--- config.mk ---
export PLATFORM = sky130hd
export DESIGN_NAME = rr_prio_arbiter_flat
export DESIGN_NICKNAME = d
export VERILOG_FILES = /design/src/rtl/rr_prio_arbiter_if.sv /design/src/rtl/rr_prio_arbiter.sv /design/src/flat_wrapper.sv
export SDC_FILE = /design/constraint.sdc
export NUM_CORES = 1
export LEC_CHECK = 0
export ABC_AREA = 1
export CORE_UTILIZATION = 30
export DETAILED_ROUTE_END_ITERATION = 7
export PLACE_DENSITY = 0.53
export SLEW_MARGIN = 20
export SYNTH_ARGS = -nofsm -noshare
export SYNTH_HDL_FRONTEND = slang
export SYNTH_SLANG_ARGS = --single-unit
--- constraint.sdc ---
create_clock -name clk -period 2.5 [get_ports clk]
set_input_delay 0.375 -clock clk [delete_from_list [all_inputs] [get_ports clk]]
set_output_delay 0.375 -clock clk [all_outputs]
set_load 0.02 [all_outputs]
--- src/rtl/rr_prio_arbiter_if.sv ---
// Request/grant bundle between requesters, the arbiter and the shared consumer.
interface rr_prio_arbiter_if #(
   parameter int N = 8
) ();
   localparam int IDX_WIDTH = $clog2(N);

   logic [N-1:0]         req;
   logic                 rr_en;
   logic                 out_valid;
   logic                 out_ready;
   logic [N-1:0]         grant_onehot;
   logic [IDX_WIDTH-1:0] grant_idx;
   logic [IDX_WIDTH-1:0] ptr;

   // arbiter side
   modport master (
      input  req, rr_en, out_ready,
      output out_valid, grant_onehot, grant_idx, ptr
   );

   // requester/consumer side
   modport slave (
      output req, rr_en, out_ready,
      input  out_valid, grant_onehot, grant_idx, ptr
   );
endinterface

--- src/rtl/rr_prio_arbiter.sv ---
// N-way arbiter: fixed-priority or round-robin winner, registered grant held
// until the consumer accepts it.
//
// state | meaning
// IDLE  | no grant held, out_valid = 0
// HOLD  | grant registers hold the winner, out_valid = 1
module rr_prio_arbiter #(
   parameter int N = 8
) (
   input  logic              clk,
   input  logic              rst_n,
   rr_prio_arbiter_if.master bus
);
   localparam int IDX_WIDTH = $clog2(N);

   typedef enum logic {
      IDLE = 1'b0,
      HOLD = 1'b1
   } state_t;

   state_t               state_q, state_d;
   logic [N-1:0]         grant_onehot_q, grant_onehot_d;
   logic [IDX_WIDTH-1:0] grant_idx_q, grant_idx_d;
   logic [IDX_WIDTH-1:0] ptr_q, ptr_d;

   logic                 accept;
   logic [IDX_WIDTH-1:0] ptr_acc;
   logic [IDX_WIDTH-1:0] start;
   logic                 win_found;
   logic [IDX_WIDTH-1:0] win_idx;
   logic [N-1:0]         win_onehot;

   // pointer value after accepting the held grant, and selection start point
   always_comb begin
      accept  = (state_q == HOLD) && bus.out_ready;
      ptr_acc = (grant_idx_q == IDX_WIDTH'(N - 1)) ? '0 : grant_idx_q + IDX_WIDTH'(1);
      start   = accept ? ptr_acc : ptr_q;
   end

   // winner: lowest set index at or above start, else wrap to lowest set index;
   // with rr_en low the start restriction is dropped, giving lowest-index priority
   always_comb begin
      win_found = 1'b0;
      win_idx   = '0;
      for (int i = 0; i < N; i++) begin
         if (!win_found && bus.req[i] && (!bus.rr_en || i >= int'(start))) begin
            win_found = 1'b1;
            win_idx   = IDX_WIDTH'(i);
         end
      end
      for (int i = 0; i < N; i++) begin
         if (!win_found && bus.req[i]) begin
            win_found = 1'b1;
            win_idx   = IDX_WIDTH'(i);
         end
      end
      win_onehot = {{(N-1){1'b0}}, 1'b1} << win_idx;
   end

   // next-state, grant and pointer update
   always_comb begin
      state_d        = state_q;
      grant_onehot_d = grant_onehot_q;
      grant_idx_d    = grant_idx_q;
      ptr_d          = ptr_q;
      case (state_q)
         IDLE: begin
            if (win_found) begin
               state_d        = HOLD;
               grant_onehot_d = win_onehot;
               grant_idx_d    = win_idx;
            end
         end
         HOLD: begin
            if (accept) begin
               ptr_d = ptr_acc;
               if (win_found) begin
                  grant_onehot_d = win_onehot;
                  grant_idx_d    = win_idx;
               end else begin
                  state_d        = IDLE;
                  grant_onehot_d = '0;
                  grant_idx_d    = '0;
               end
            end
         end
         default: begin
            state_d        = IDLE;
            grant_onehot_d = '0;
            grant_idx_d    = '0;
         end
      endcase
   end

   // state registers, cleared asynchronously so a held grant is dropped at once
   always_ff @(posedge clk or negedge rst_n) begin
      if (!rst_n) begin
         state_q        <= IDLE;
         grant_onehot_q <= '0;
         grant_idx_q    <= '0;
         ptr_q          <= '0;
      end else begin
         state_q        <= state_d;
         grant_onehot_q <= grant_onehot_d;
         grant_idx_q    <= grant_idx_d;
         ptr_q          <= ptr_d;
      end
   end

   assign bus.out_valid    = (state_q == HOLD);
   assign bus.grant_onehot = grant_onehot_q;
   assign bus.grant_idx    = grant_idx_q;
   assign bus.ptr          = ptr_q;

endmodule

--- src/flat_wrapper.sv ---
// flat-port wrapper written by rule: the top's interface ports become plain ports
module rr_prio_arbiter_flat 
#(
   parameter int N = 8
)
  (clk, rst_n, bus_req, bus_rr_en, bus_out_ready, bus_out_valid, bus_grant_onehot, bus_grant_idx, bus_ptr);
  rr_prio_arbiter_if #(.N(N)) bus_i ();
  input  logic clk;
  input  logic rst_n;
  input wire logic [$bits(bus_i.req)-1:0] bus_req;
  input wire logic [$bits(bus_i.rr_en)-1:0] bus_rr_en;
  input wire logic [$bits(bus_i.out_ready)-1:0] bus_out_ready;
  output wire logic [$bits(bus_i.out_valid)-1:0] bus_out_valid;
  output wire logic [$bits(bus_i.grant_onehot)-1:0] bus_grant_onehot;
  output wire logic [$bits(bus_i.grant_idx)-1:0] bus_grant_idx;
  output wire logic [$bits(bus_i.ptr)-1:0] bus_ptr;
  assign bus_i.req = bus_req;
  assign bus_i.rr_en = bus_rr_en;
  assign bus_i.out_ready = bus_out_ready;
  assign bus_out_valid = bus_i.out_valid;
  assign bus_grant_onehot = bus_i.grant_onehot;
  assign bus_grant_idx = bus_i.grant_idx;
  assign bus_ptr = bus_i.ptr;
  rr_prio_arbiter #(.N(N)) u_core (.clk(clk), .rst_n(rst_n), .bus(bus_i));
endmodule
==> results of run 1 <==
synthesized netlist by cell type:
cell | count | area (sq um)
nand2_1 | 38 | 142.6
inv_1 | 21 | 78.83
dfrtp_1 | 15 | 375.4
nand3_1 | 14 | 70.07
nor2_1 | 13 | 48.80
nand2_2 | 10 | 62.56
a21oi_1 | 6 | 30.03
o21ai_0 | 5 | 25.02
nand4_1 | 4 | 25.02
nand4_2 | 3 | 37.54
o21ai_1 | 3 | 15.01
ha_1 | 2 | 25.02
nand2_4 | 2 | 22.52
nor2_2 | 2 | 12.51
nor2_4 | 2 | 22.52
a31oi_1 | 1 | 6.260
buf_8 | 1 | 15.01
clkinv_2 | 1 | 5.000
nand3_2 | 1 | 10.01
nor3_4 | 1 | 16.27
o211ai_1 | 1 | 7.510
o21ai_2 | 1 | 8.760
o31ai_1 | 1 | 7.510
or2_2 | 1 | 6.260
cell type report:
class | count | area share, %
Clock buffer | 3 | 1.346
Clock inverter | 1 | 0.2992
Inverter | 22 | 5.684
Sequential cell | 15 | 22.59
Timing Repair inverter | 1 | 0.5236
Tap cell | 46 | 3.441
Timing Repair Buffer | 46 | 24.53
Multi-Input combinational cell | 112 | 41.59
routing by layer:
| metal | vias up | wire length, um |
|---|---|---|
| met2 | 26 | 1250 |
| met1 | 511 | 1283 |
| li1 | 589 | - |
| met4 | 0 | 61 |
| met5 | - | 0 |
| met3 | 6 | 83 |
power groups by stage:
stage | sequential (mW) | combinational (mW) | clock (mW)
6_report | 0.335 | 0.588 | 0.140
5_1_grt | 0.342 | 0.653 | 0.158
4_1_cts | 0.335 | 0.558 | 0.147
3_5_place_dp | 0.340 | 0.525 | 0
3_3_place_gp | 0.338 | 0.525 | 0
2_1_floorplan | 0.403 | 0.224 | 0
placed cells by master (no fill, tap or decap), drive strengths merged:
cell type | synthesis | routed
nand4 | 7 | 7
a21oi | 6 | 6
nor2 | 17 | 17
nor3 | 1 | 1
clkdlybuf4s50 | 0 | 26
nand2 | 50 | 51
clkinv | 1 | 2
a31oi | 1 | 1
o21ai | 9 | 9
dfrtp | 15 | 15
or2 | 1 | 1
nand3 | 15 | 15
o211ai | 1 | 1
o31ai | 1 | 1
ha | 2 | 2
buf | 1 | 20
inv | 21 | 22
clkbuf | 0 | 3
per-stage QoR:
step / instance area (sq um) / power (mW)
6_report: 1673 / 1.063
3_5_place_dp: 1528 / 0.8655
2_1_floorplan: 1112 / 0.6270
3_3_place_gp: 1528 / 0.8633
5_1_grt: 1673 / 1.154
4_1_cts: 1599 / 1.040
logic make-up (layout without fill, tap and decap cells):
group,Yosys count,in the layout
buf+inv,23,73
fa+ha+maj,2,2
flops,15,15
simple gates,91,92
compound gates,18,18
how the worst max path moves through the flow:
stage                                  from                         end  slack, ns  cells past startpoint
floorplan           u_core.bus.grant_idx[0]     u_core.bus.grant_idx[2]     -0.005                     18
global placement              bus_out_ready  u_core.bus.grant_onehot[2]      -0.30                     17
detailed placement            bus_out_ready  u_core.bus.grant_onehot[0]      -0.31                     17
CTS                 u_core.bus.grant_idx[0]  u_core.bus.grant_onehot[7]      -0.09                     18
global route        u_core.bus.grant_idx[0]     u_core.bus.grant_idx[0]      -0.27                     17
finish              u_core.bus.grant_idx[0]  u_core.bus.grant_onehot[2]      -0.06                     16
what timing repair did:
item / CTS / global route
gates resized for setup: 6 / 11
endpoints found under the setup margin: 11 / 12
hold buffers: 0 / 0
hold endpoints to repair: 0 / 0
pin swaps: 0 / 4
cloned: 1 / 1
setup buffers: 2 / 3
state kept, by name, indices dropped and copies added (netlist names):
register                 flops
u_core.bus.grant_onehot      8
u_core.bus.grant_idx         3
u_core.bus.ptr               3
u_core.bus.out_valid         1
==> flow_summary.html, run 1 <==
<table>
<tr><th>Metric</th><th>Value</th></tr>
<tr><th colspan="2">Yosys</th></tr>
<tr><td>Post-synthesis share of cell area spent on full adders, half adders and majority gates</td><td>2.326%</td></tr>
<tr><td>Number of warnings issued by yosys</td><td>0</td></tr>
<tr><td>Largest family of logic cells by synthesized area</td><td>simple AND/OR/NAND/NOR gates</td></tr>
<tr><td>Area share of xor/xnor cells in the synthesized design</td><td>0%</td></tr>
<tr><td>Post-synthesis share of cell area spent on and, or, nand and nor gates</td><td>44.30%</td></tr>
<tr><td>Number of distinct standard cells referenced by the synthesized netlist</td><td>24</td></tr>
<tr><td>Share of the yosys chip area belonging to registers</td><td>34.88%</td></tr>
<tr><td>Average size of a mapped cell</td><td>7.222 sq um</td></tr>
<tr><td>Number of synthesized register bits</td><td>15</td></tr>
<tr><td>Summed instance area of the synthesized netlist</td><td>1076 sq um</td></tr>
<tr><td>Share of the synthesized area in compound gates (AO/OA/AOI/OAI)</td><td>9.302%</td></tr>
<tr><td>Synth Instances</td><td>149</td></tr>
<tr><td>Synthesized netlist net count</td><td>163</td></tr>
<tr><td>Mux share of post-synthesis cell area</td><td>0%</td></tr>
<tr><th colspan="2">Timing</th></tr>
<tr><td>Sum Neg Setup Slack</td><td>-0.4665 ns</td></tr>
<tr><td>Measured slew at the worst slew-check pin</td><td>0.6913 ns</td></tr>
<tr><td>Maximum clock frequency</td><td>0.3909 GHz</td></tr>
<tr><td>Shortest clock period the worst path allows after layout</td><td>2.558 ns</td></tr>
<tr><td>Max-slew violation count</td><td>0</td></tr>
<tr><td>Unrepaired setup endpoints after global routing</td><td>true</td></tr>
<tr><td>Tightest slew margin relative to the limit</td><td>53.77%</td></tr>
<tr><td>Largest clock skew in the final design</td><td>0.01461 ns</td></tr>
<tr><td>Worst Slack Setup Final</td><td>-0.05803 ns</td></tr>
<tr><td>Post-Route Hold Slack</td><td>0.4966 ns</td></tr>
<tr><td>Final Setup Violations</td><td>11</td></tr>
<tr><td>Final hold viol count</td><td>0</td></tr>
<tr><td>Final clock period utilization by the worst path</td><td>102.3%</td></tr>
<tr><th colspan="2">Layout</th></tr>
<tr><td>Final #Nets</td><td>215</td></tr>
<tr><td># fillers</td><td>323</td></tr>
<tr><td>Layout Area Growth over Synthesis</td><td>55.46%</td></tr>
<tr><td>Finished Core Util</td><td>49.35%</td></tr>
<tr><td>Antenna cell count</td><td>0</td></tr>
<tr><td>Footprint of the multi-input gates</td><td>695.7 sq um</td></tr>
<tr><td>Non-Filler Instances</td><td>246</td></tr>
<tr><td>Sequential standard cell area</td><td>377.9 sq um</td></tr>
<tr><td>Ratio of cells with drive above 1 in the final layout</td><td>32.50%</td></tr>
<tr><th colspan="2">Global route</th></tr>
<tr><td>Overall global routing resource usage</td><td>15.66%</td></tr>
<tr><td>Largest net degree at the start of global routing</td><td>16</td></tr>
<tr><td>Number of antenna violations at the first check in global routing</td><td>0</td></tr>
<tr><td>First-pass GRT wire length</td><td>4333 um</td></tr>
<tr><td>GR Layer Usage met2</td><td>24.27%</td></tr>
<tr><td>Via count of the first global-routing pass</td><td>1031</td></tr>
<tr><td>Met3 demand-to-capacity share in global routing</td><td>2.484%</td></tr>
<tr><td>M1 GR Usage</td><td>20.83%</td></tr>
<tr><td>Global-route congestion overflow total</td><td>0</td></tr>
<tr><td>GRT busiest layer</td><td>met2</td></tr>
<tr><th colspan="2">Routing</th></tr>
<tr><td>Vias</td><td>1132</td></tr>
<tr><td>DR pass1 iterations</td><td>4</td></tr>
<tr><td>Total DRC errors in the routed layout</td><td>0</td></tr>
<tr><td>Starting DRC count in detailed routing</td><td>38</td></tr>
<tr><td>Final wirelength</td><td>2678 um</td></tr>
<tr><td>Via-to-Cell Ratio</td><td>4.602</td></tr>
<tr><td>Routed len/inst</td><td>10.89 um</td></tr>
<tr><td>Number of nets with antenna violations after detailed routing</td><td>0</td></tr>
<tr><th colspan="2">Critical path</th></tr>
<tr><td>Type of element capturing the critical path</td><td>register</td></tr>
<tr><td>Start of the worst register-to-register path</td><td>u_core.bus.grant_idx[0]</td></tr>
<tr><td>Cell family with the largest share of critical-path delay</td><td>simple AND/OR/NAND/NOR gates</td></tr>
<tr><td>Number of cells traversed by the worst register-to-register path</td><td>16</td></tr>
<tr><td>Worst setup path class</td><td>reg2reg</td></tr>
<tr><td>Largest stage delay on the critical path</td><td>0.43 ns</td></tr>
<tr><td>Number of buffer and inverter instances along the worst setup path</td><td>2</td></tr>
<tr><td>Arr. time, crit path</td><td>2.79 ns</td></tr>
<tr><td>Cells traversed along the worst timing path</td><td>ha_4 -&gt; ha_4 -&gt; nand3_4 -&gt; nand2_4 -&gt; o21ai_1 -&gt; nand2_2 -&gt; nand4_2 -&gt; nor2_2 -&gt; nand4_2 -&gt; buf_4 -&gt; a21oi_1 -&gt; nor2_1 -&gt; buf_4 -&gt; a21oi_2 -&gt; nand3_1 -&gt; nand2_1</td></tr>
<tr><td>Register-to-register path setup slack</td><td>-0.06 ns</td></tr>
<tr><td>Critical path startpoint category</td><td>register</td></tr>
<tr><td>R2R Path End</td><td>u_core.bus.grant_onehot[2]</td></tr>
<tr><td>WP data required</td><td>2.73 ns</td></tr>
<tr><td>Max FO, Critical Path</td><td>7</td></tr>
<tr><td>Worst path slowest cell</td><td>dfrtp_2</td></tr>
<tr><th colspan="2">Place</th></tr>
<tr><td>Weighted congestion at the end of routability-driven global placement</td><td>0.8432</td></tr>
<tr><td>Number of I/O port buffers</td><td>26</td></tr>
<tr><td>Worst slack, placed</td><td>-0.3143 ns</td></tr>
<tr><td>Half-perimeter wire length after placement</td><td>2157 um</td></tr>
<tr><td>Inst Count DP</td><td>235</td></tr>
<tr><th colspan="2">CTS</th></tr>
<tr><td>CTS H-Tree Depth</td><td>1</td></tr>
<tr><td>TritonCTS clock tree</td><td>built</td></tr>
<tr><td>Clock latency on the worst-skew pair</td><td>0.29 ns</td></tr>
<tr><td>Inserted Clock Buffers</td><td>3</td></tr>
<tr><td># clock sinks</td><td>15</td></tr>
<tr><td>Clock transition time at the flip-flop clock pins of the worst setup and hold paths</td><td>0.10 ns</td></tr>
<tr><td>Max clock buf depth</td><td>2</td></tr>
<tr><td>Root buffer selected by CTS</td><td>clkbuf_4</td></tr>
<tr><th colspan="2">Power and ir drop</th></tr>
<tr><td>Power Density</td><td>635.4 nW/um^2</td></tr>
<tr><td>Register share of total power</td><td>31.5%</td></tr>
<tr><td>Worst VDD drop</td><td>0.0001607 V</td></tr>
<tr><td>Internal Pwr Total</td><td>0.6350 mW</td></tr>
<tr><td>Sw Ratio</td><td>40.26%</td></tr>
<tr><td>Combinational cell fraction of total power</td><td>55.3%</td></tr>
<tr><td>Leak Pwr</td><td>0.8159 nW</td></tr>
<tr><td>Sw power</td><td>0.4279 mW</td></tr>
<tr><td>Clock Power Share</td><td>13.2%</td></tr>
<tr><th colspan="2">Min path</th></tr>
<tr><td>Kind of path behind the tightest hold check</td><td>in2async</td></tr>
<tr><th colspan="2">Die</th></tr>
<tr><td>Die area</td><td>3830 sq um</td></tr>
<tr><td>Count of standard-cell rows</td><td>21</td></tr>
<tr><td>CORE AREA</td><td>3390 sq um</td></tr>
<tr><td>Effective utilization at floorplan</td><td>31.75%</td></tr>
<tr><td>Die Span Y</td><td>61.89 um</td></tr>
<tr><td>Width of the chip</td><td>61.89 um</td></tr>
<tr><td>Boundary Pins</td><td>27</td></tr>
<tr><th colspan="2">Outcome</th></tr>
<tr><td>Violations in the final reports</td><td>negative setup slack</td></tr>
<tr><td>Result of the run</td><td>complete, but fails checks</td></tr>
<tr><th colspan="2">Run</th></tr>
<tr><td>Maximum Capacitance Violations</td><td>0</td></tr>
</table>
(Power assumes the default switching activity.)
==> run 2, diff against run 1 <==
Settings changed: SLEW_MARGIN 20 to not set.
==> results of run 2 <==
Same layout as run 1: the final DEF is identical, and so are final timing and power.
